File: src/rtl/regfile_pkg.sv
// Shared types and helpers for the parameterised register file.
package regfile_pkg;

  typedef enum logic {
    CLEAR = 1'b0,
    READY = 1'b1
  } state_t;

  // Address width for a given register count, never narrower than one bit.
  function automatic int addr_width(input int depth);
    int w;
    w = $clog2(depth);
    return (w < 1) ? 1 : w;
  endfunction

endpackage

File: src/rtl/regfile_clr_seq.sv
// Clear sequencer: walks idx 0..DEPTH-1 after reset, zeroing one register per cycle.
//   state | meaning
//   CLEAR | zeroing reg[clr_idx] this cycle, busy high
//   READY | normal operation, array owned by the write port
module regfile_clr_seq
  import regfile_pkg::*;
#(
  parameter int DEPTH = 6,
  parameter int AW    = addr_width(DEPTH)
) (
  input  logic          clock,
  input  logic          reset,
  output logic          busy,
  output logic          clr_we,
  output logic [AW-1:0] clr_idx
);

  localparam logic [AW-1:0] LAST = AW'(DEPTH - 1);

  state_t state;

  always_ff @(posedge clock) begin
    if (reset) begin
      state   <= CLEAR;
      busy    <= 1'b1;
      clr_idx <= '0;
    end else begin
      case (state)
        CLEAR: begin
          if (clr_idx == LAST) begin
            state   <= READY;
            busy    <= 1'b0;
            clr_idx <= '0;
          end else begin
            clr_idx <= clr_idx + AW'(1);
          end
        end
        READY: begin
          busy <= 1'b0;
        end
        default: begin
          state <= CLEAR;
          busy  <= 1'b1;
        end
      endcase
    end
  end

  // busy mirrors the CLEAR state, so every busy cycle zeroes exactly one entry.
  assign clr_we = busy;

endmodule

File: src/rtl/regfile_param.sv
// Two-read, one-write register file with self-clearing after reset.
// Define REGFILE_BYPASS_EN for write-first same-address reads; default is read-first.
module regfile_param
  import regfile_pkg::*;
#(
  parameter int WIDTH = 4,
  parameter int DEPTH = 6,
  localparam int AW   = addr_width(DEPTH)
) (
  input  logic             clock,
  input  logic             reset,
  input  logic             Reg_EN,
  input  logic [AW-1:0]    WR,
  input  logic [WIDTH-1:0] WRD,
  input  logic [AW-1:0]    RA,
  input  logic [AW-1:0]    RB,
  output logic [WIDTH-1:0] A,
  output logic [WIDTH-1:0] B,
  output logic             busy,
  output logic             rd_err,
  output logic             wr_err
);

  localparam logic [AW:0] DEPTH_L = DEPTH[AW:0];

  logic [WIDTH-1:0] mem [DEPTH];
  logic             clr_we;
  logic [AW-1:0]    clr_idx;
  logic             wr_ok;
  logic             ra_ok;
  logic             rb_ok;
  logic             wr_fire;

  regfile_clr_seq #(
    .DEPTH (DEPTH),
    .AW    (AW)
  ) u_clr_seq (
    .clock   (clock),
    .reset   (reset),
    .busy    (busy),
    .clr_we  (clr_we),
    .clr_idx (clr_idx)
  );

  assign wr_ok   = ({1'b0, WR} < DEPTH_L);
  assign ra_ok   = ({1'b0, RA} < DEPTH_L);
  assign rb_ok   = ({1'b0, RB} < DEPTH_L);
  assign wr_fire = Reg_EN && wr_ok && !busy;

  // Storage has no reset of its own; the clear sequence zeroes it.
  always_ff @(posedge clock) begin
    if (!reset) begin
      if (clr_we) begin
        mem[clr_idx] <= '0;
      end else if (wr_fire) begin
        mem[WR] <= WRD;
      end
    end
  end

  always_ff @(posedge clock) begin
    if (reset) begin
      A      <= '0;
      B      <= '0;
      rd_err <= 1'b0;
      wr_err <= 1'b0;
    end else begin
      rd_err <= !ra_ok || !rb_ok;
      wr_err <= Reg_EN && (busy || !wr_ok);

      if (busy || !ra_ok) begin
        A <= '0;
`ifdef REGFILE_BYPASS_EN
      end else if (wr_fire && (WR == RA)) begin
        A <= WRD;
`endif
      end else begin
        A <= mem[RA];
      end

      if (busy || !rb_ok) begin
        B <= '0;
`ifdef REGFILE_BYPASS_EN
      end else if (wr_fire && (WR == RB)) begin
        B <= WRD;
`endif
      end else begin
        B <= mem[RB];
      end
    end
  end

endmodule

File: config.mk
export PLATFORM = sky130hd
export DESIGN_NAME = regfile_param
export DESIGN_NICKNAME = d
export VERILOG_FILES = /design/src/rtl/regfile_pkg.sv /design/src/rtl/regfile_clr_seq.sv /design/src/rtl/regfile_param.sv
export SDC_FILE = /design/constraint.sdc
export NUM_CORES = 1
export LEC_CHECK = 0
export ABC_AREA = 1
export CAP_MARGIN = 20
export CORE_MARGIN = 5
export CORE_UTILIZATION = 45
export CTS_CLUSTER_DIAMETER = 50
export DETAILED_ROUTE_END_ITERATION = 7
export GPL_TIMING_DRIVEN = 1
export PLACE_DENSITY = 0.71
export SLEW_MARGIN = 20
export SYNTH_ARGS = -nofsm -noshare
export SYNTH_HDL_FRONTEND = slang
export SYNTH_HIERARCHICAL = 1
export SYNTH_SLANG_ARGS = --single-unit
File: constraint.sdc
create_clock -name clock -period 1.5 [get_ports clock]
set_input_delay 0.3 -clock clock [delete_from_list [all_inputs] [get_ports clock]]
set_output_delay 0.3 -clock clock [all_outputs]
set_load 0.05 [all_outputs]
# After elaboration in Yosys (flattened, before gate mapping)

Memories as Yosys holds them, arrays and structs flattened. A register that Yosys moved wholly into a read port is not among the register bits.
Cells that the tools add are included.

Add/sub/neg operators: 1
Multiply operators: 0
Divide/modulo/power cells: 0
Magnitude comparators: 3
Equality and inequality tests: 2
Shift-type cells: 0
Muxes and demuxes: 15
Bitwise operators: 1
Reduce and logical (&&, ||, !) cells: 14

Operator list:

| operator            | number |
|---|---|
| $mux 1              | 11 |
| $lt 3x3->1 const B  | 3 |
| $mux 3              | 2 |
| $logic_not 1->1     | 4 |
| $logic_or 1x1->1    | 4 |
| $mux 4              | 1 |
| $reduce_or 2->1     | 2 |
| $reduce_or 4->1     | 1 |
| $add 3x1->3 const B | 1 |
| $eq 3x3->1 const B  | 1 |
| $logic_and 1x1->1   | 3 |
| $ne 2x1->1 const B  | 1 |
| $pmux 1 s2          | 1 |
| $not 1->1           | 1 |

Register bits: 7
Bits in latches: 0
Bits in writable memories: 24
Memory bits (read-only): 0
Bits of input ports: 16
Output and inout port bits: 11
Logic and storage cells: 42
Memories: 1

Memory list:

| memory | words | width | rd ports | clocked after Yosys merged registers in | write ports | RTL line            | source |
|---|---|---|---|---|---|---|---|
| mem    | 6     | 4     | 2        | 2                                       | 1           | regfile_param.sv:26 | `logic [WIDTH-1:0] mem [DEPTH];` |

# Depth between registers and ports, before layout

Gate-level depths: netlist of run 1.

Depth in word-level cells: 9
Gate-level depth with buffers: 9
Gate-level depth less buffers: 8

# By module

The synthesis of run 1 kept the hierarchy.

By module, submodules not included:

| module          | instances | cells an instance | area each (um^2) | sequential area each (um^2) |
|---|---|---|---|---|
| regfile_param   | 1         | 207               | 1694.1           | 920.9 |
| regfile_clr_seq | 1         | 28                | 196.4            | 100.1 |

# Least setup slack after synthesis of run 1

Ideal clock, no wire load.

Kind: register -> register
Start point: register u_clr_seq.busy
End point: memory mem[0][0] (enable)
Setup time: 329 ps
Arrival time: 1556 ps
Slack: -385 ps
Cell stages (with the launch flop): 9
Path through: dfxtp_1 buf_4 nor2_4 nand2_2 buf_6 nand2_1 nand2_1 nand2_1 nor2_1

Cells in the longest elaborated chain, start to end: 8

Ends and longest elaborated chain:

| element                                           | RTL line              | source |
|---|---|---|
| from (decl)                                       | regfile_clr_seq.sv:13 | `output logic busy,` |
| from (signal assigned)                            | regfile_clr_seq.sv:25 | `busy <= 1'b1;` |
| from (signal assigned)                            | regfile_clr_seq.sv:32 | `busy <= 1'b0;` |
| from (signal assigned)                            | regfile_clr_seq.sv:39 | `busy <= 1'b0;` |
| $logic_not 1->1                                   | regfile_param.sv:48   | `assign wr_fire = Reg_EN && wr_ok && !busy;` |
| $logic_and 1x1->1                                 | regfile_param.sv:48   |  |
| $mux 1                                            | regfile_param.sv:55   | `end else if (wr_fire) begin` |
| $mux 1                                            | regfile_param.sv:53   | `if (clr_we) begin` |
| $mux 1                                            | regfile_param.sv:52   | `if (!reset) begin` |
| $mux 1 (not written as such)                      | regfile_param.sv:56   | `mem[WR] <= WRD;` |
| $reduce_or 4->1 (no line)                         | n/a                   |  |
| $mux 3 (no line) / $mux 1 (equally long branches) | n/a                   |  |
| to (decl)                                         | regfile_param.sv:26   |  |

Several ways; a longest one is shown, not always the timed one.

# Worst setup path in the final report of run 1

Ends and elaborated chain as after synthesis.

==> reports/qor.csv, run 1 <==
metric,value,unit
final hold vios,0,
Psw,0.000601,W
DPL Wire Length,3.18,mm
number of synthesized flops with an enable pin,24,
synth top area cells,"edfxtp_1 (38%), dfxtp_1 (16%), nand2_1 (14%)",
clk_skew,4.45,ps
commonest cells in the netlist,"nand2_1 (68), inv_1 (39), nand3_1 (25)",
leakage,1.19,nW
Top Ports,27,
CP Launch Type,flop,
post-synthesis cell area,0.00189,mm2
number of global-route vias before repair,1491,
Setup WS post-layout,110,ps
crit path DAT,1380,ps
dpl ws,-475,ps
# clock sinks,39,
top cell family by delay on the critical path,simple AND/OR/NAND/NOR gates,
Vias/cell,4.81,
clock buffer count from CTS,5,
initial DRC count,170,
Clock power frac,29.0,%
WP buf/inv,0,
ys async rst share,0,%
most frequent cell after synthesis,nand2_1,
first-pass GRT wire length,6.80,mm
routed vias,1601,
cell count after synthesis,235,
synth-to-layout area growth,37.1,%
fin nets,298,
ys flop type,edfxtp_1,
die width,74.8,um
crit-path cells,a21oi_4 > nand2_4 > nand2_4 > nand3_4 > nor2_4,
fmax,0.720,GHz
largest net degree at the start of global routing,12,
Fin Hold WS,451,ps
synth warn,6,
Starting Density,46.9,%
count of final setup violators,0,
"Reg clk slew, reported paths",70,ps
die height,74.8,um
status,"complete, no violations",
Synth Area in Simple Gates,28.2,%
Pint,0.00167,W
most used cell along the critical path,nand2_4,
syn_area_per_cell,8.04,um2
Cell variety after synth,19,
"non-filler cells, final",333,
Root Driver,clkbuf_8,
Site Rows,23,
Seq cells post-synth,39,
switching share of power,26.5,%
core area,0.00403,mm2
sequential share of the synthesized area,54.0,%
Max-Cap Viols,0,
Final GP Congestion,0.835,
CP max stage delay,370,ps
antenna-violating nets left,0,
Inst Count DP,322,
Synth Area in Compound Gates,7.74,%
"Req. time, crit path",1490,ps
H-tree depth,2,
worst min-delay path category,in -> reg,
CTS max path bufs,2,
gr usage total,16.4,%
"area leader, netlist",edfxtp_1,
sequential share of power,52.9,%
initial antenna violation count,0,
Crit Path Category,reg -> reg,
crit end category,flop,
# DRC,0,
largest family of logic cells by synthesized area,simple AND/OR/NAND/NOR gates,
Wirelength per Cell,12.4,um
layout cells sized above 1,21.2,%
Synth Area in XOR/XNOR,0,%
total gr overflow,0,
Worst path slowest cell,dfxtp_4,
CTS tree,done,
top-area cell type share of the netlist area,38.1,%
post-synthesis adder-cell area fraction,0,%
die area,0.00560,mm2
max-slew violations,0,
final period utilization,92.7,%
post-synthesis mux area share,0,%
WL final,4.13,mm
RSZ-0062 raised after global routing,no,
antenna cell count,0,
post-layout min period,1390,ps
worst-skew pair later-pin latency,280,ps
DR pass1 iterations,4,
Slew @ Worst Pin,255,ps
CP Max Fanout,8,
Port Buffers,26,
Worst slew margin,82.9,%
syn nets,251,
Final TNS setup,0,ps
Power Density,876,mW/mm2
Peak VDD IR,0.000415,V
Logic pwr share,18.1,%
registers in the layout, indices dropped and copies added (netlist names):
register,flops
u_clr_seq/state,1
rd_err,1
wr_err,1
u_clr_seq/busy,1
B,4
A,4
u_clr_seq/clr_idx,3
mem,24
placed cells by master (no fill, tap or decap):
master           count
nand2_1             64
inv_1               39
nand3_1             25
edfxtp_1            24
buf_4               20
a21oi_1             18
dfxtp_1             14
nor2_1              13
clkdlybuf4s50_1     11
buf_12              11
nand2_2              8
o21ai_0              8
nor2_4               7
clkbuf_8             5
dlygate4sd2_1        4
inv_2                2
nand2_4              2
nand3_4              2
clkbuf_1             2
a21oi_4              1
nand3b_1             1
clkinv_2             1
dfxtp_4              1
repair_timing:
| action | 4_1_cts | 5_1_grt |
|---|---|---|
| endpoints found under the hold margin | 0 | 0 |
| gates resized for setup | 6 | 1 |
| setup buffers | 3 | 0 |
| setup endpoints to repair | 24 | 8 |
| pin swaps | 7 | 3 |
| hold buffers | 0 | 0 |
metal layers:
| layer | vias to the layer above | global-route usage, % | part of all wire, % |
|---|---|---|---|
| li1 | 834 | - | - |
| met2 | 53 | 27.8 | 49 |
| met4 | 0 | 6.52 | 1.4 |
| met1 | 709 | 20.6 | 44 |
| met5 | - | 0 | 0 |
| met3 | 5 | 3.34 | 6.2 |
kinds of logic after synthesis:
kind of cell | after synthesis
AND/OR/NAND/NOR | 122
buffers and inverters | 47
flip-flops | 39
AO/OA/AOI/OAI | 27
layout make-up:
| type | count | area [um2] |
|---|---|---|
| Fill cell | 341 | 1440 |
| Sequential cell | 39 | 1020 |
| Multi-Input combinational cell | 149 | 754 |
| Clock inverter | 1 | 5.00 |
| Tap cell | 50 | 62.6 |
| Clock buffer | 7 | 76.3 |
| Timing Repair Buffer | 46 | 515 |
| Inverter | 41 | 154 |
tightest hold or removal path: stages:
cell,delay [ps]
dlygate4sd2_1,230
buf_4,130
a21oi_1,30
path summary, 6_finish.rpt:
kind	from	endpoint	slack, ps	depth (start not counted)
setup / recovery	u_clr_seq/busy	mem[0][0]	110	5
setup reg to reg	u_clr_seq/busy	mem[0][0]	110	5
hold reg to reg	u_clr_seq/state	u_clr_seq/state	490	2
hold / removal	reset	u_clr_seq/state	450	3
power groups by stage:
stage / registers (W) / logic [W] / clock network (W)
6_report: 0.00120 / 0.000411 / 0.000658
2_1_floorplan: 0.00125 / 0.000226 / 0
5_1_grt: 0.00120 / 0.000454 / 0.000738
3_5_place_dp: 0.00122 / 0.000406 / 0
4_1_cts: 0.00120 / 0.000411 / 0.000677
3_3_place_gp: 0.00122 / 0.000401 / 0
through the flow:
stage          cell area (um2)  utilization, %  total power (W)
6_report                  2590            64.3          0.00227
5_1_grt                   2590            64.3          0.00240
4_1_cts                   2590            64.3          0.00229
3_5_place_dp              2480            61.6          0.00163
3_3_place_gp              2480            61.6          0.00162
2_1_floorplan             1960               -          0.00147
(Power assumes the default switching activity.)
==> inputs of run 2 (changes only) <==
--- a/config.mk
+++ b/config.mk
@@ -7,12 +7,12 @@
 export LEC_CHECK = 0
 export ABC_AREA = 1
 export CAP_MARGIN = 20
+export CORE_ASPECT_RATIO = 0.9
 export CORE_MARGIN = 5
-export CORE_UTILIZATION = 45
+export CORE_UTILIZATION = 24
 export CTS_CLUSTER_DIAMETER = 50
 export DETAILED_ROUTE_END_ITERATION = 7
 export GPL_TIMING_DRIVEN = 1
-export PLACE_DENSITY = 0.71
 export SLEW_MARGIN = 20
 export SYNTH_ARGS = -nofsm -noshare
 export SYNTH_HDL_FRONTEND = slang
==> reports/qor.csv, run 2 (same netlist as run 1, synthesis figures left out) <==
metric,value,unit
biggest regs,"mem: 24 flops, A: 4 flops, B: 4 flops",
Final GP Congestion,0.836,
Top Ports,27,
hold_buf cts,0,
layout cells sized above 1,23.5,%
crit end category,flop,
hold wc startpoint,reset,
# DRC,0,
Fin Hold WS,443,ps
"setup slack, reg-to-reg",80,ps
"commonest non-fill, non-tap cell in the layout",nand2_1,
Clock power frac,33.1,%
worst-skew pair later-pin latency,290,ps
largest net degree at the start of global routing,14,
Fillers,770,
routed vias,1622,
CTS tree,done,
DR pass1 iterations,4,
max reg flops,24,
post-layout min period,1420,ps
R2R Path End,mem[5][2],
Crit Path Category,reg -> reg,
Critical R2R Launch,u_clr_seq/busy,
Site Rows,30,
"Req. time, crit path",1490,ps
crit path DAT,1410,ps
core area,0.00762,mm2
Max-Cap Viols,0,
initial DRC count,67,
final period utilization,94.8,%
Placement Cell Area,0.00256,mm2
Wirelength per Cell,11.6,um
Final Util,35.7,%
RSZ-0062 raised after global routing,yes,
antenna cell count,0,
synth-to-layout area growth,43.9,%
antenna-violating nets left,0,
depth of the worst hold-timing path,3,
final hold vios,0,
DPL Wire Length,3.50,mm
Port Buffers,26,
number of global-route vias before repair,1622,
CTS max path bufs,2,
sequential share of power,49.5,%
die height,94.2,um
# clock sinks,39,
Logic pwr share,17.3,%
first-pass GRT wire length,7.91,mm
Psw,0.000646,W
Peak VDD IR,0.000361,V
Worst slew margin,82.7,%
clk_skew,8.34,ps
H-tree depth,2,
count of final setup violators,0,
status,"complete, no violations",
fmax,0.703,GHz
"Reg clk slew, reported paths",80,ps
switching share of power,26.7,%
gr usage total,9.90,%
CP Max Fanout,8,
Starting Density,24.8,%
worst min-delay path category,in -> reg,
Hold Path End,rd_err,
WL final,4.48,mm
Vias/cell,4.21,
Pint,0.00178,W
die area,0.00975,mm2
initial antenna violation count,0,
most frequent cells in the layout,"nand2_1 (64), inv_1 (39), nand3_1 (25), buf_4 (25), edfxtp_1 (24)",
Biggest register,mem,
Power Density,891,mW/mm2
die width,104,um
Slew @ Worst Pin,258,ps
CP Launch Type,flop,
Finished Cell Area,0.00272,mm2
total gr overflow,0,
R2R depth,5,
fin nets,304,
clock buffer count from CTS,5,
Root Driver,clkbuf_8,
max-slew violations,0,
leakage,1.23,nW
Final TNS setup,0,ps
-- run 2: area by class of cell --
class	instances	area, um2	share of cell area, %
multi-input cells	150	761	28.0
clock inverters	2	13.8	0.506
clock buffers	6	93.8	3.45
inverters	41	154	5.66
flip-flops and latches	39	1020	37.7
well taps	96	120	4.42
repair buffers	51	553	20.3
-- run 2: timing repair --
action | 4_1_cts | 5_1_grt
endpoints found under the setup margin | 36 | 31
setup buffers | 4 | 2
resized for setup | 6 | 1
cloned | 1 | 0
pin swaps | 8 | 5
-- run 2: how the worst max path moves through the flow --
stage	startpoint	to	depth (start not counted)
2_1_floorplan	u_clr_seq/busy	mem[0][0]	8
5_1_grt	u_clr_seq/busy	mem[4][0]	5
6_report	u_clr_seq/busy	mem[5][2]	5
4_1_cts	u_clr_seq/busy	mem[5][2]	5
3_3_place_gp	reset	mem[2][2]	9
3_5_place_dp	reset	mem[3][3]	9
-- run 2: metal layers --
metal / up-vias / GRT usage [%] / wire length [um]
met3: 2 / 3.57 / 260
li1: 845 / - / -
met4: 0 / 1.75 / 14
met5: - / 0 / 0
met2: 58 / 14.9 / 1990
met1: 717 / 13.7 / 2210
-- run 2: critical path, stage by stage, from the launching register on --
cell and delay (ps):
dfxtp_4 380, a21oi_4 240, nand2_4 120, nand2_4 100, nand3_4 110, nor2_4 190
-- run 2: through the flow --
step | power (W) | std cells | setup slack [ps]
after detailed placement | 0.00164 | 370 | -476
after floorplan | 0.00147 | 235 | 3.36
after global placement | 0.00163 | 370 | -464
final | 0.00242 | 385 | 78.0
after CTS | 0.00245 | 383 | 9.85
after global routing | 0.00255 | 385 | -17.1
-- run 2: power groups by stage --
stage / Combinational, W / Clock, W / Sequential [W]
finish: 0.000420 / 0.000802 / 0.00120
global route: 0.000468 / 0.000878 / 0.00121
CTS: 0.000414 / 0.000830 / 0.00120
detailed placement: 0.000410 / 0 / 0.00123
global placement: 0.000405 / 0 / 0.00123
floorplan: 0.000226 / 0 / 0.00125
==> inputs of run 3 (changes only) <==
--- a/config.mk
+++ b/config.mk
@@ -6,6 +6,7 @@
 export NUM_CORES = 1
 export LEC_CHECK = 0
 export ABC_AREA = 1
+export ABC_CLOCK_PERIOD_IN_PS = 1500
 export CAP_MARGIN = 20
 export CORE_ASPECT_RATIO = 0.9
 export CORE_MARGIN = 5
@@ -13,6 +14,7 @@
 export CTS_CLUSTER_DIAMETER = 50
 export DETAILED_ROUTE_END_ITERATION = 7
 export GPL_TIMING_DRIVEN = 1
+export MAX_ROUTING_LAYER = met4
 export SLEW_MARGIN = 20
 export SYNTH_ARGS = -nofsm -noshare
 export SYNTH_HDL_FRONTEND = slang
==> reports/qor.csv, run 3 (same netlist as run 1, synthesis figures left out) <==
metric,value,unit
antenna cell count,0,
Psw,0.000663,W
CP Max Fanout,8,
Power Density,894,mW/mm2
# clock sinks,39,
switching share of power,27.1,%
depth of the worst hold-timing path,3,
leakage,1.23,nW
"non-filler cells, final",384,
"Reg clk slew, reported paths",80,ps
# DRC,0,
final period utilization,95.9,%
worst-skew pair later-pin latency,290,ps
antenna-violating nets left,0,
Vias/cell,4.26,
die height,94.2,um
CTS max path bufs,2,
die area,0.00975,mm2
worst min-delay path category,in -> reg,
hold wc startpoint,reset,
core area,0.00762,mm2
Peak VDD IR,0.000402,V
sequential share of power,49.2,%
Critical R2R Launch,u_clr_seq/busy,
Port Buffers,26,
Top Ports,27,
Biggest register,mem,
Logic pwr share,17.4,%
max reg flops,24,
crit end category,flop,
final hold vios,0,
"Req. time, crit path",1500,ps
max-slew violations,0,
number of global-route vias before repair,1618,
WL final,4.50,mm
Final GP Congestion,0.821,
routed vias,1635,
Pint,0.00178,W
status,"complete, no violations",
hold_buf cts,0,
initial antenna violation count,0,
Crit Path Category,reg -> reg,
CP Launch Point,u_clr_seq/busy,
clock buffer count from CTS,5,
Root Driver,clkbuf_8,
crit path DAT,1440,ps
Wirelength per Cell,11.7,um
fmax,0.695,GHz
biggest regs,"mem: 24 flops, A: 4 flops, B: 4 flops",
initial DRC count,91,
largest net degree at the start of global routing,14,
DR pass1 iterations,4,
fin nets,303,
gr usage total,10.2,%
Clock power frac,33.3,%
post-layout min period,1440,ps
die width,104,um
"setup slack, reg-to-reg",60,ps
H-tree depth,2,
Worst slew margin,81.5,%
clk_skew,9.22,ps
CTS tree,done,
R2R depth,5,
Max-Cap Viols,0,
Slew @ Worst Pin,276,ps
DPL Wire Length,3.52,mm
CP Launch Type,flop,
first-pass GRT wire length,7.92,mm
total gr overflow,0,
R2R Path End,mem[4][0],
most frequent cells in the layout,"nand2_1 (63), inv_1 (39), nand3_1 (25)",
RSZ-0062 raised after global routing,yes,
count of final setup violators,0,
"commonest non-fill, non-tap cell in the layout",nand2_1,
synth-to-layout area growth,44.4,%
Inst Count DP,371,
Setup WS post-layout,61.7,ps
Hold Path End,u_clr_seq/state,
Starting Density,24.8,%
dpl ws,-507,ps
Site Rows,30,
layout cells sized above 1,24.3,%
[run 3: critical path, stage by stage (launching register included)]
cell	delay [ps]
dfxtp_4	380
a21oi_4	250
nand2_4	130
nand2_4	100
nand3_4	110
nor2_4	180
[run 3: how the worst max path moves through the flow]
stage	endpoint	cells past startpoint	slack [ps]
floorplan	mem[0][0]	8	3
global placement	mem[2][2]	9	-470
detailed placement	mem[2][2]	9	-510
CTS	mem[0][2]	5	7
global route	mem[4][2]	5	-20
finish	mem[4][0]	5	60
[run 3: through the flow]
stage / hold slack [ps] / setup TNS, ps / util [%] / total power (W) / instance area (um2)
final: 477 / 0 / 35.8 / 0.00244 / 2730
after global routing: 495 / -222 / 35.8 / 0.00257 / 2730
after CTS: 468 / 0 / 35.5 / 0.00246 / 2710
after detailed placement: 479 / -18920 / 33.6 / 0.00164 / 2560
after global placement: 474 / -17480 / 33.6 / 0.00163 / 2560
after floorplan: 369 / 0 / - / 0.00147 / 1960
[run 3: power by group through the flow]
stage | clock [W] | combinational, W | sequential [W]
floorplan | 0 | 0.000226 | 0.00125
global placement | 0 | 0.000408 | 0.00123
detailed placement | 0 | 0.000411 | 0.00123
CTS | 0.000839 | 0.000415 | 0.00120
global route | 0.000889 | 0.000474 | 0.00121
finish | 0.000814 | 0.000426 | 0.00120
[run 3: repair_timing]
item	in CTS	in global routing
setup endpoints to repair	45	38
setup buffers	3	1
gates resized for setup	7	5
cloned	1	0
pin swaps	8	10
[run 3: metal layers]
layer	GRT usage, %	routed length, um	up-vias	share of wire (%)
met1	13.4	2220	746	49
met5	-	0	-	0
li1	-	-	843	-
met2	15.6	2080	46	46
met4	1.97	0	0	0
met3	3.16	203	0	4.5
[run 3: final cells by class]
class	instances	area, um2
Inverter	41	154
Clock inverter	2	13.8
Tap cell	96	120
Clock buffer	6	93.8
Fill cell	793	4890
Sequential cell	39	1020
Multi-Input combinational cell	150	778
Timing Repair Buffer	50	546
